--- src/rtl/i2c_reg_arb_pkg.sv ---
// Shared types and constants for the I2C register-port arbiter.
// The response struct carries read data and the out-of-range flag.
package i2c_reg_arb_pkg;

    localparam int NUM_REQ    = 2;
    localparam int DATA_WIDTH = 32;

    typedef enum logic [1:0] {
        IDLE   = 2'd0,
        ACCESS = 2'd1,
        RESP   = 2'd2
    } state_t;

    typedef struct packed {
        logic [DATA_WIDTH-1:0] rdata;
        logic                  err;
    } resp_t;

endpackage

--- src/rtl/i2c_reg_access_arbiter_rr_arbiter2.sv ---
// Two-input round-robin grant. The pointer names the requester that wins a tie
// and moves to the other requester whenever a served transaction completes.
module rr_arbiter2
    import i2c_reg_arb_pkg::*;
(
    input  logic               clk,
    input  logic               reset,
    input  logic [NUM_REQ-1:0] req_i,
    input  logic               update_i,
    input  logic               served_id_i,
    output logic               grant_valid_o,
    output logic               grant_id_o
);

    logic ptr_q;
    logic ptr_d;

    always_ff @(posedge clk) begin
        if (reset) begin
            ptr_q <= 1'b0;
        end else begin
            ptr_q <= ptr_d;
        end
    end

    always_comb begin
        ptr_d = ptr_q;
        if (update_i) begin
            ptr_d = ~served_id_i;
        end
    end

    always_comb begin
        grant_valid_o = |req_i;
        grant_id_o    = 1'b0;
        case (req_i)
            2'b10:   grant_id_o = 1'b1;
            2'b11:   grant_id_o = ptr_q;
            default: grant_id_o = 1'b0;
        endcase
    end

endmodule

--- src/rtl/i2c_reg_access_arbiter.sv ---
// Shares the I2C register-file port between the host slave (0) and debug port (1).
// One access per three cycles: handshake, one-hot strobe, response.
//
// state  | meaning
// IDLE   | arbitrate; ready pulses for the granted requester
// ACCESS | one-hot write/read strobe from latched request; capture read data
// RESP   | response pulse to the granted requester; advance pointer
module i2c_reg_access_arbiter
    import i2c_reg_arb_pkg::*;
#(
    parameter int REGS         = 9,
    parameter int ADDRESSWIDTH = $clog2(REGS)
)
(
    input  logic                            clk,
    input  logic                            reset,
    input  logic [NUM_REQ-1:0]              req_valid,
    output logic [NUM_REQ-1:0]              req_ready,
    input  logic [NUM_REQ-1:0]              req_write,
    input  logic [NUM_REQ*ADDRESSWIDTH-1:0] req_addr,
    input  logic [NUM_REQ*DATA_WIDTH-1:0]   req_wdata,
    output logic [NUM_REQ-1:0]              resp_valid,
    output logic [DATA_WIDTH-1:0]           resp_rdata,
    output logic                            resp_err,
    output logic [DATA_WIDTH-1:0]           reg_data_in,
    output logic [REGS-1:0]                 reg_write_en,
    output logic [REGS-1:0]                 reg_read_en,
    input  logic [REGS*DATA_WIDTH-1:0]      reg_data_out
);

    localparam logic [ADDRESSWIDTH:0] REGS_W = (ADDRESSWIDTH+1)'(REGS);

    state_t                  state_q;
    state_t                  state_d;
    logic                    gid_q;
    logic                    wr_q;
    logic [ADDRESSWIDTH-1:0] addr_q;
    logic [DATA_WIDTH-1:0]   wdata_q;
    resp_t                   resp_q;

    logic                    grant_valid;
    logic                    grant_id;
    logic                    handshake;
    logic                    in_range;
    logic [ADDRESSWIDTH-1:0] sel_addr;
    logic [DATA_WIDTH-1:0]   sel_wdata;
    logic [DATA_WIDTH-1:0]   rd_word;

    rr_arbiter2 u_rr (
        .clk           (clk),
        .reset         (reset),
        .req_i         (req_valid),
        .update_i      (state_q == RESP),
        .served_id_i   (gid_q),
        .grant_valid_o (grant_valid),
        .grant_id_o    (grant_id)
    );

    assign handshake = (state_q == IDLE) && grant_valid;
    assign sel_addr  = grant_id ? req_addr[2*ADDRESSWIDTH-1:ADDRESSWIDTH]
                                : req_addr[ADDRESSWIDTH-1:0];
    assign sel_wdata = grant_id ? req_wdata[2*DATA_WIDTH-1:DATA_WIDTH]
                                : req_wdata[DATA_WIDTH-1:0];
    assign in_range  = ({1'b0, addr_q} < REGS_W);

    always_comb begin
        rd_word = '0;
        for (int k = 0; k < REGS; k++) begin
            if (addr_q == ADDRESSWIDTH'(k)) begin
                rd_word = reg_data_out[k*DATA_WIDTH +: DATA_WIDTH];
            end
        end
    end

    always_ff @(posedge clk) begin
        if (reset) begin
            state_q <= IDLE;
        end else begin
            state_q <= state_d;
        end
    end

    // Strobes decode only flopped state, so they cannot glitch.
    always_comb begin
        state_d      = state_q;
        req_ready    = '0;
        reg_write_en = '0;
        reg_read_en  = '0;
        resp_valid   = '0;
        case (state_q)
            IDLE: begin
                if (grant_valid) begin
                    req_ready[grant_id] = 1'b1;
                    state_d             = ACCESS;
                end
            end
            ACCESS: begin
                if (in_range) begin
                    if (wr_q) begin
                        reg_write_en = REGS'(1) << addr_q;
                    end else begin
                        reg_read_en = REGS'(1) << addr_q;
                    end
                end
                state_d = RESP;
            end
            RESP: begin
                resp_valid[gid_q] = 1'b1;
                state_d           = IDLE;
            end
            default: state_d = IDLE;
        endcase
    end

    // Write data only moves on an accepted write, so reg_data_in holds otherwise.
    always_ff @(posedge clk) begin
        if (reset) begin
            gid_q   <= 1'b0;
            wr_q    <= 1'b0;
            addr_q  <= '0;
            wdata_q <= '0;
            resp_q  <= '0;
        end else begin
            if (handshake) begin
                gid_q  <= grant_id;
                wr_q   <= req_write[grant_id];
                addr_q <= sel_addr;
                if (req_write[grant_id]) begin
                    wdata_q <= sel_wdata;
                end
            end
            if (state_q == ACCESS) begin
                resp_q.err   <= ~in_range;
                resp_q.rdata <= (in_range && !wr_q) ? rd_word : '0;
            end
        end
    end

    assign reg_data_in = wdata_q;
    assign resp_rdata  = resp_q.rdata;
    assign resp_err    = resp_q.err;

endmodule

--- config.mk ---
export PLATFORM = sky130hd
export DESIGN_NAME = i2c_reg_access_arbiter
export DESIGN_NICKNAME = d
export VERILOG_FILES = /design/src/rtl/i2c_reg_arb_pkg.sv /design/src/rtl/i2c_reg_access_arbiter_rr_arbiter2.sv /design/src/rtl/i2c_reg_access_arbiter.sv
export SDC_FILE = /design/constraint.sdc
export NUM_CORES = 1
export LEC_CHECK = 0
export ABC_AREA = 1
export BUFFER_PORTS_ARGS = -buffer_cell sky130_fd_sc_hd__buf_2
export CORE_AREA = 3 3 176 178
export DETAILED_ROUTE_END_ITERATION = 7
export DIE_AREA = 0 0 179 181
export HOLD_SLACK_MARGIN = 0.02
export SLEW_MARGIN = 20
export SYNTH_ARGS = -nofsm -noshare
export SYNTH_HDL_FRONTEND = slang
export SYNTH_SLANG_ARGS = --single-unit
--- constraint.sdc ---
create_clock -name clk -period 1.8 [get_ports clk]
set_clock_uncertainty 0.1 [all_clocks]
set_input_delay 0.27 -clock clk [delete_from_list [all_inputs] [get_ports clk]]
set_output_delay 0.27 -clock clk [all_outputs]
set_load 0.05 [all_outputs]
# Word level (Yosys, flattened, before mapping)
# Index checks and enable logic that the tools add are counted.
dict set report totals {
  register_bits 74
  in_bits 366
}
dict set report classes {
  order_cmp 5
  n_eq_ne 13
  shifts 1
  n_mux 30
  bitwise 2
  reduce_logical 9
}
# operator n
set op_table {}
lappend op_table {{two-way mux 32 bit} 11}
lappend op_table {{two-way mux 9 bit} 6}
lappend op_table {{== test 4 x 3 -> 1 bit (second input constant)} 4}
lappend op_table {{left shift 1 x 4 -> 9 bit (first input constant)} 1}
lappend op_table {{== test 4 x 2 -> 1 bit (second input constant)} 2}
lappend op_table {{two-way mux 2 bit} 4}
lappend op_table {{== test 2 bit (second input constant)} 3}
lappend op_table {{== test 4 x 1 -> 1 bit (second input constant)} 1}
lappend op_table {{== test 4 bit (second input constant)} 1}
lappend op_table {{logical AND 1 bit} 4}
lappend op_table {{zero test 4 bit} 1}
lappend op_table {{less-than comparator 1 x 2 -> 1 bit (second input constant)} 2}
lappend op_table {{less-than comparator 4 bit (second input constant)} 1}
lappend op_table {{two-way mux 1 bit} 4}
lappend op_table {{two-way mux 4 bit} 1}
lappend op_table {{case mux 2 bit (2 select lines)} 1}
lappend op_table {{demux 1 bit (select 1 bit)} 2}
lappend op_table {{== test 2 x 1 -> 1 bit (second input constant)} 1}
lappend op_table {{>= comparator 1 bit (second input constant)} 2}
lappend op_table {{zero test 2 bit} 1}
lappend op_table {{inequality test 2 bit (second input constant)} 1}
lappend op_table {{NOT 1 bit} 2}
lappend op_table {{case mux 1 bit (2 select lines)} 1}
lappend op_table {{AND reduction 2 bit} 1}
lappend op_table {{2 further kinds} 2}

# Longest topological paths before layout
dict set report logic_depth {
  ltp_word 11
  mapped_depth 12
  depth_no_buf 11
}

# Hierarchy
# A second synthesis with hierarchy kept.
dict set report unflattened {
  cells_unflattened 1020
  hier_area_um2 5616.6
}
# mod n_inst cells_each area_per_inst_um2 seq_area_each_um2
set modules_own_cells {}
lappend modules_own_cells {i2c_reg_access_arbiter 1 1009 5559.1 1461.4}
lappend modules_own_cells {rr_arbiter2 1 11 57.6 20.0}

# Worst setup path before layout
# OpenSTA, ideal clock, no wires.
dict set report synth_path {
  path_kind {reg-to-output}
  from {register state_q[0]}
  to {output reg_read_en[1]}
  arrival_ns 1.700
  t_required_ns 1.430
  slack_ns -0.270
  stages_incl_launch_ff 8
  path_buffers 1
  path_cell_list {dfxtp_1 > inv_1 > nor2_1 > inv_2 > nor2_1 > nand2_2 > buf_2 > nor2_1}
}
dict set report synth_via {
  elab_chain_cells 2
}
# item line
set synth_rtl {}
lappend synth_rtl {{from (decl)} i2c_reg_access_arbiter.sv:33} ;# state_t state_q;
lappend synth_rtl {{from (signal assigned)} i2c_reg_access_arbiter.sv:79} ;# state_q <= state_d;
lappend synth_rtl {{== test 2 x 1 -> 1 bit} i2c_reg_access_arbiter.sv:90} ;# case (state_q)
lappend synth_rtl {{two-way mux 9 bit} i2c_reg_access_arbiter.sv:90}
lappend synth_rtl {{to (decl)} i2c_reg_access_arbiter.sv:27} ;# output logic [REGS-1:0] reg_read_en,
# No other way between the ends.

# Final worst setup path
dict set report layout_path {
  from {register addr_q[1]}
  to {output reg_read_en[5]}
}
dict set report layout_via {
  elab_chain_cells 4
  word_cells_on_any_way 5
}
# item line
set layout_rtl {}
lappend layout_rtl {{from (decl)} i2c_reg_access_arbiter.sv:37} ;# logic [ADDRESSWIDTH-1:0] addr_q;
lappend layout_rtl {{from (signal assigned)} i2c_reg_access_arbiter.sv:127} ;# addr_q <= sel_addr;
lappend layout_rtl {{branches (longest 2 deep; another with less-than comparator 4 bit)} n/a}
lappend layout_rtl {{two-way mux 9 bit (*)} i2c_reg_access_arbiter.sv:98} ;# if (in_range) begin
lappend layout_rtl {{two-way mux 9 bit (*)} i2c_reg_access_arbiter.sv:90}
# Mark *: on every way between the ends.

==> impl_metrics.yaml <==
global_route:
  grt_usage_pct: 17.6
  grt_pass1_wl_um: 42900
  antenna_found_initial: 8
  grt_max_degree: 66
  overflow: 0
  grt_pass1_vias: 7748
die:
  core_um2: 29600
  die_h_um: 181
  placementRows: 63
  start_util_pct: 18.4
  die_area_um2: 32400
  die_width_um: 179
  pin_count: 453
timing:
  finalSetupViolCount: 33
  worstMarginPinSlew_ps: 590
  setup_slack_ps: -125
  maxSlewHeadroom_pct: 60.7
  max_freq_mhz: 519
  layout_min_cycle_time_ps: 1930
  period_share_pct: 107
  slew_viol_final: 0
  hold_viol_final: 0
  rsz0062_at_grt: "true"
setup_path:
  reg2regPathDepth: 12
  worstPathMaxFanout: 6
  critPathRequiredTime_ps: 1430
  crit_type: "reg2out"
  cp-start-kind: "flop"
  crit_arrival_ps: 1560
  crit_path_end_kind: "output pin"
cts:
  clk_pin_slew_worst_paths_ps: 70
  h-tree-depth: 3
  cts_num_sinks: 74
  cts_tree: "yes"
  cts_buffer_depth: 2
  root_buffer: "clkbuf_16"
  clock_latency_ps: 340
  cts_buffers: 9
hold_path:
  hold_path.class: "in2reg"
  hold_depth: 3
layout:
  area_growth_pct: 89.6
  postLayoutCellArea_um2: 10300
  seq_area_um2: 1500
  multi_input_area_um2: 3880
  drive_gt1_share_pct: 47.6
  final_nets: 1859
  num-fill-cells: 3206
pwr:
  power.switching_mw: 3.01
  p_seq_share_pct: 24.9
  total_power_mw: 7.67
  p_comb_share_pct: 44.9
  power_leakage_nw: 5.22
  power.internal_mw: 4.66
  power_density_nw_per_um2: 745
  swShare_pct: 39.2
  clockPowerShare_pct: 30.2
  ir_worst_vdd_mv: 0.404
routing:
  wire_per_inst_um: 17.9
  first_iter_violations: 402
  drt_pass1_iterations: 4
  routed_wirelength_um: 33800
  postRouteAntennaNets: 0
  num_vias: 8531
  vias_per_cell: 4.52
  drc: 0
synth:
  seq_area_frac_synth_pct: 27.3
  ys_warn_count: 0
  synth-compound-area-share_pct: 12.1
  synthCells: 989
  synth-simple-area-share_pct: 49.2
  synth-xor-area-share_pct: 0
  synthDistinctLibCells: 25
  synth_top_family_by_area: "simple AND/OR/NAND/NOR gates"
  syn-num-nets: 1355
  synth.avg_cell_area_um2: 5.49
  ys_ff_latch: 74
  synth_area_um2: 5430
  synthAdderAreaFrac_pct: 0
  muxShareOfSynthArea_pct: 0
place:
  dp_slack_ps: -128
  dp_hpwl_um: 24300
  gp_congestion: 0.897
  postPlaceCellArea_um2: 8570
  io_buffers: 452
status:
  violations: "setup timing"
  status: "finished with violations"
job:
  cap_violations: 0
-- stage by stage --
step                cells  utilization (%)  hold slack, ps  TNS, ps
floorplan             989                -             331     -102
global placement     1817             29.0             350     -354
detailed placement   1817             29.0             352    -1790
CTS                  1856             31.9            63.2    -1370
global route         1889             34.8            81.6    -5170
finish               1889             34.8            80.1    -1520
-- cell families (layout without fill, tap and decap cells) --
| logic type | Yosys count | count (layout) |
|---|---|---|
| simple gates | 651 | 652 |
| buf+inv | 143 | 651 |
| compound gates | 121 | 121 |
| flops | 74 | 74 |
| other cells | 0 | 1 |
-- layout make-up --
cell class,instances,area share [%]
repair buffers,550,36.0
multi-input cells,773,37.7
clock inverters,6,1.34
inverters,85,3.40
clock buffers,10,2.22
flip-flops and latches,74,14.5
diodes,1,0.0243
well taps,390,4.74
-- metal layers --
| layer | GRT usage [%] | vias to the layer above | part of all wire [%] |
|---|---|---|---|
| met4 | 6.33 | 10 | 3.3 |
| met2 | 32.7 | 450 | 51 |
| met1 | 19.1 | 3870 | 37 |
| met3 | 4.06 | 60 | 8.5 |
| li1 | - | 4141 | - |
| met5 | 0 | - | 0.22 |
-- critical path, cell delays in order (launching register included) --
cell and delay, ps:
dfxtp_4 390, inv_4 90, nand2_4 70, nor2_4 120
clkinvlp_4 120, buf_6 130, nor2_4 120, buf_8 150
-- cells in the final DEF, fill, tap and decap left out, types with 25 or more instances in the layout --
cell and n:
buf_2 432, buf_4 38, nand2_1 364, nand2_2 35
buf_6 41, inv_1 65, nand4_1 52, dfxtp_1 68
buf_12 25, nor2_1 119, o21ai_0 31, nor2_4 29
a31oi_1 36
-- Yosys cell counts --
cell type | instances | share of area, %
a211oi_1 | 1 | 0.14
a21oi_1 | 44 | 4.1
a31oi_1 | 36 | 4.1
buf_1 | 3 | 0.21
buf_2 | 27 | 2.5
buf_4 | 7 | 0.97
buf_6 | 3 | 0.62
clkbuf_1 | 18 | 1.2
dfxtp_1 | 74 | 27
inv_1 | 78 | 5.4
inv_2 | 7 | 0.48
nand2_1 | 404 | 28
nand2_2 | 3 | 0.35
nand3_1 | 19 | 1.8
nand4_1 | 52 | 6.0
nor2_1 | 153 | 11
nor2_2 | 3 | 0.35
nor2_4 | 3 | 0.62
nor3_1 | 1 | 0.092
nor3_2 | 1 | 0.18
o21a_1 | 1 | 0.14
o21ai_0 | 32 | 2.9
o21ai_1 | 7 | 0.65
or2_0 | 7 | 0.81
or2_2 | 5 | 0.58
-- timing repair --
item | CTS | global route
pin swaps | 17 | 82
gates cloned | 3 | 9
endpoints found under the setup margin | 48 | 90
buffers inserted | 20 | 24
hold buffers | 0 | 0
gates resized for setup | 82 | 140
-- path summary, 6_finish.rpt --
kind | startpoint | to | slack (ps)
worst min register to register | resp_rdata[0]$_SDFFE_PP0P_ | resp_rdata[0]$_SDFFE_PP0P_ | 360
worst min-delay path | req_addr[5] | addr_q[1]$_SDFFE_PP0P_ | 80
worst max register to register | addr_q[3]$_SDFFE_PP0P_ | resp_rdata[9]$_SDFFE_PP0P_ | -70
worst max-delay path | addr_q[1]$_SDFFE_PP0P_ | reg_read_en[5] | -130
-- power by group through the flow --
stage / Combinational (mW) / Sequential [mW] / Clock, mW
2_1_floorplan: 1.14 / 2.41 / 0
3_3_place_gp: 2.78 / 1.92 / 0
3_5_place_dp: 2.79 / 1.92 / 0
4_1_cts: 3.01 / 1.90 / 2.40
5_1_grt: 3.71 / 1.93 / 2.45
6_report: 3.44 / 1.91 / 2.32
-- state kept, by name, summed over array words and instances, names as in the netlist --
register,flops
addr_q,4
gid_q,1
reg_data_in,32
resp_err,1
resp_rdata,32
state_q,2
u_rr.ptr_q,1
wr_q,1
Note: power is estimated with default switching activity, not from simulation.
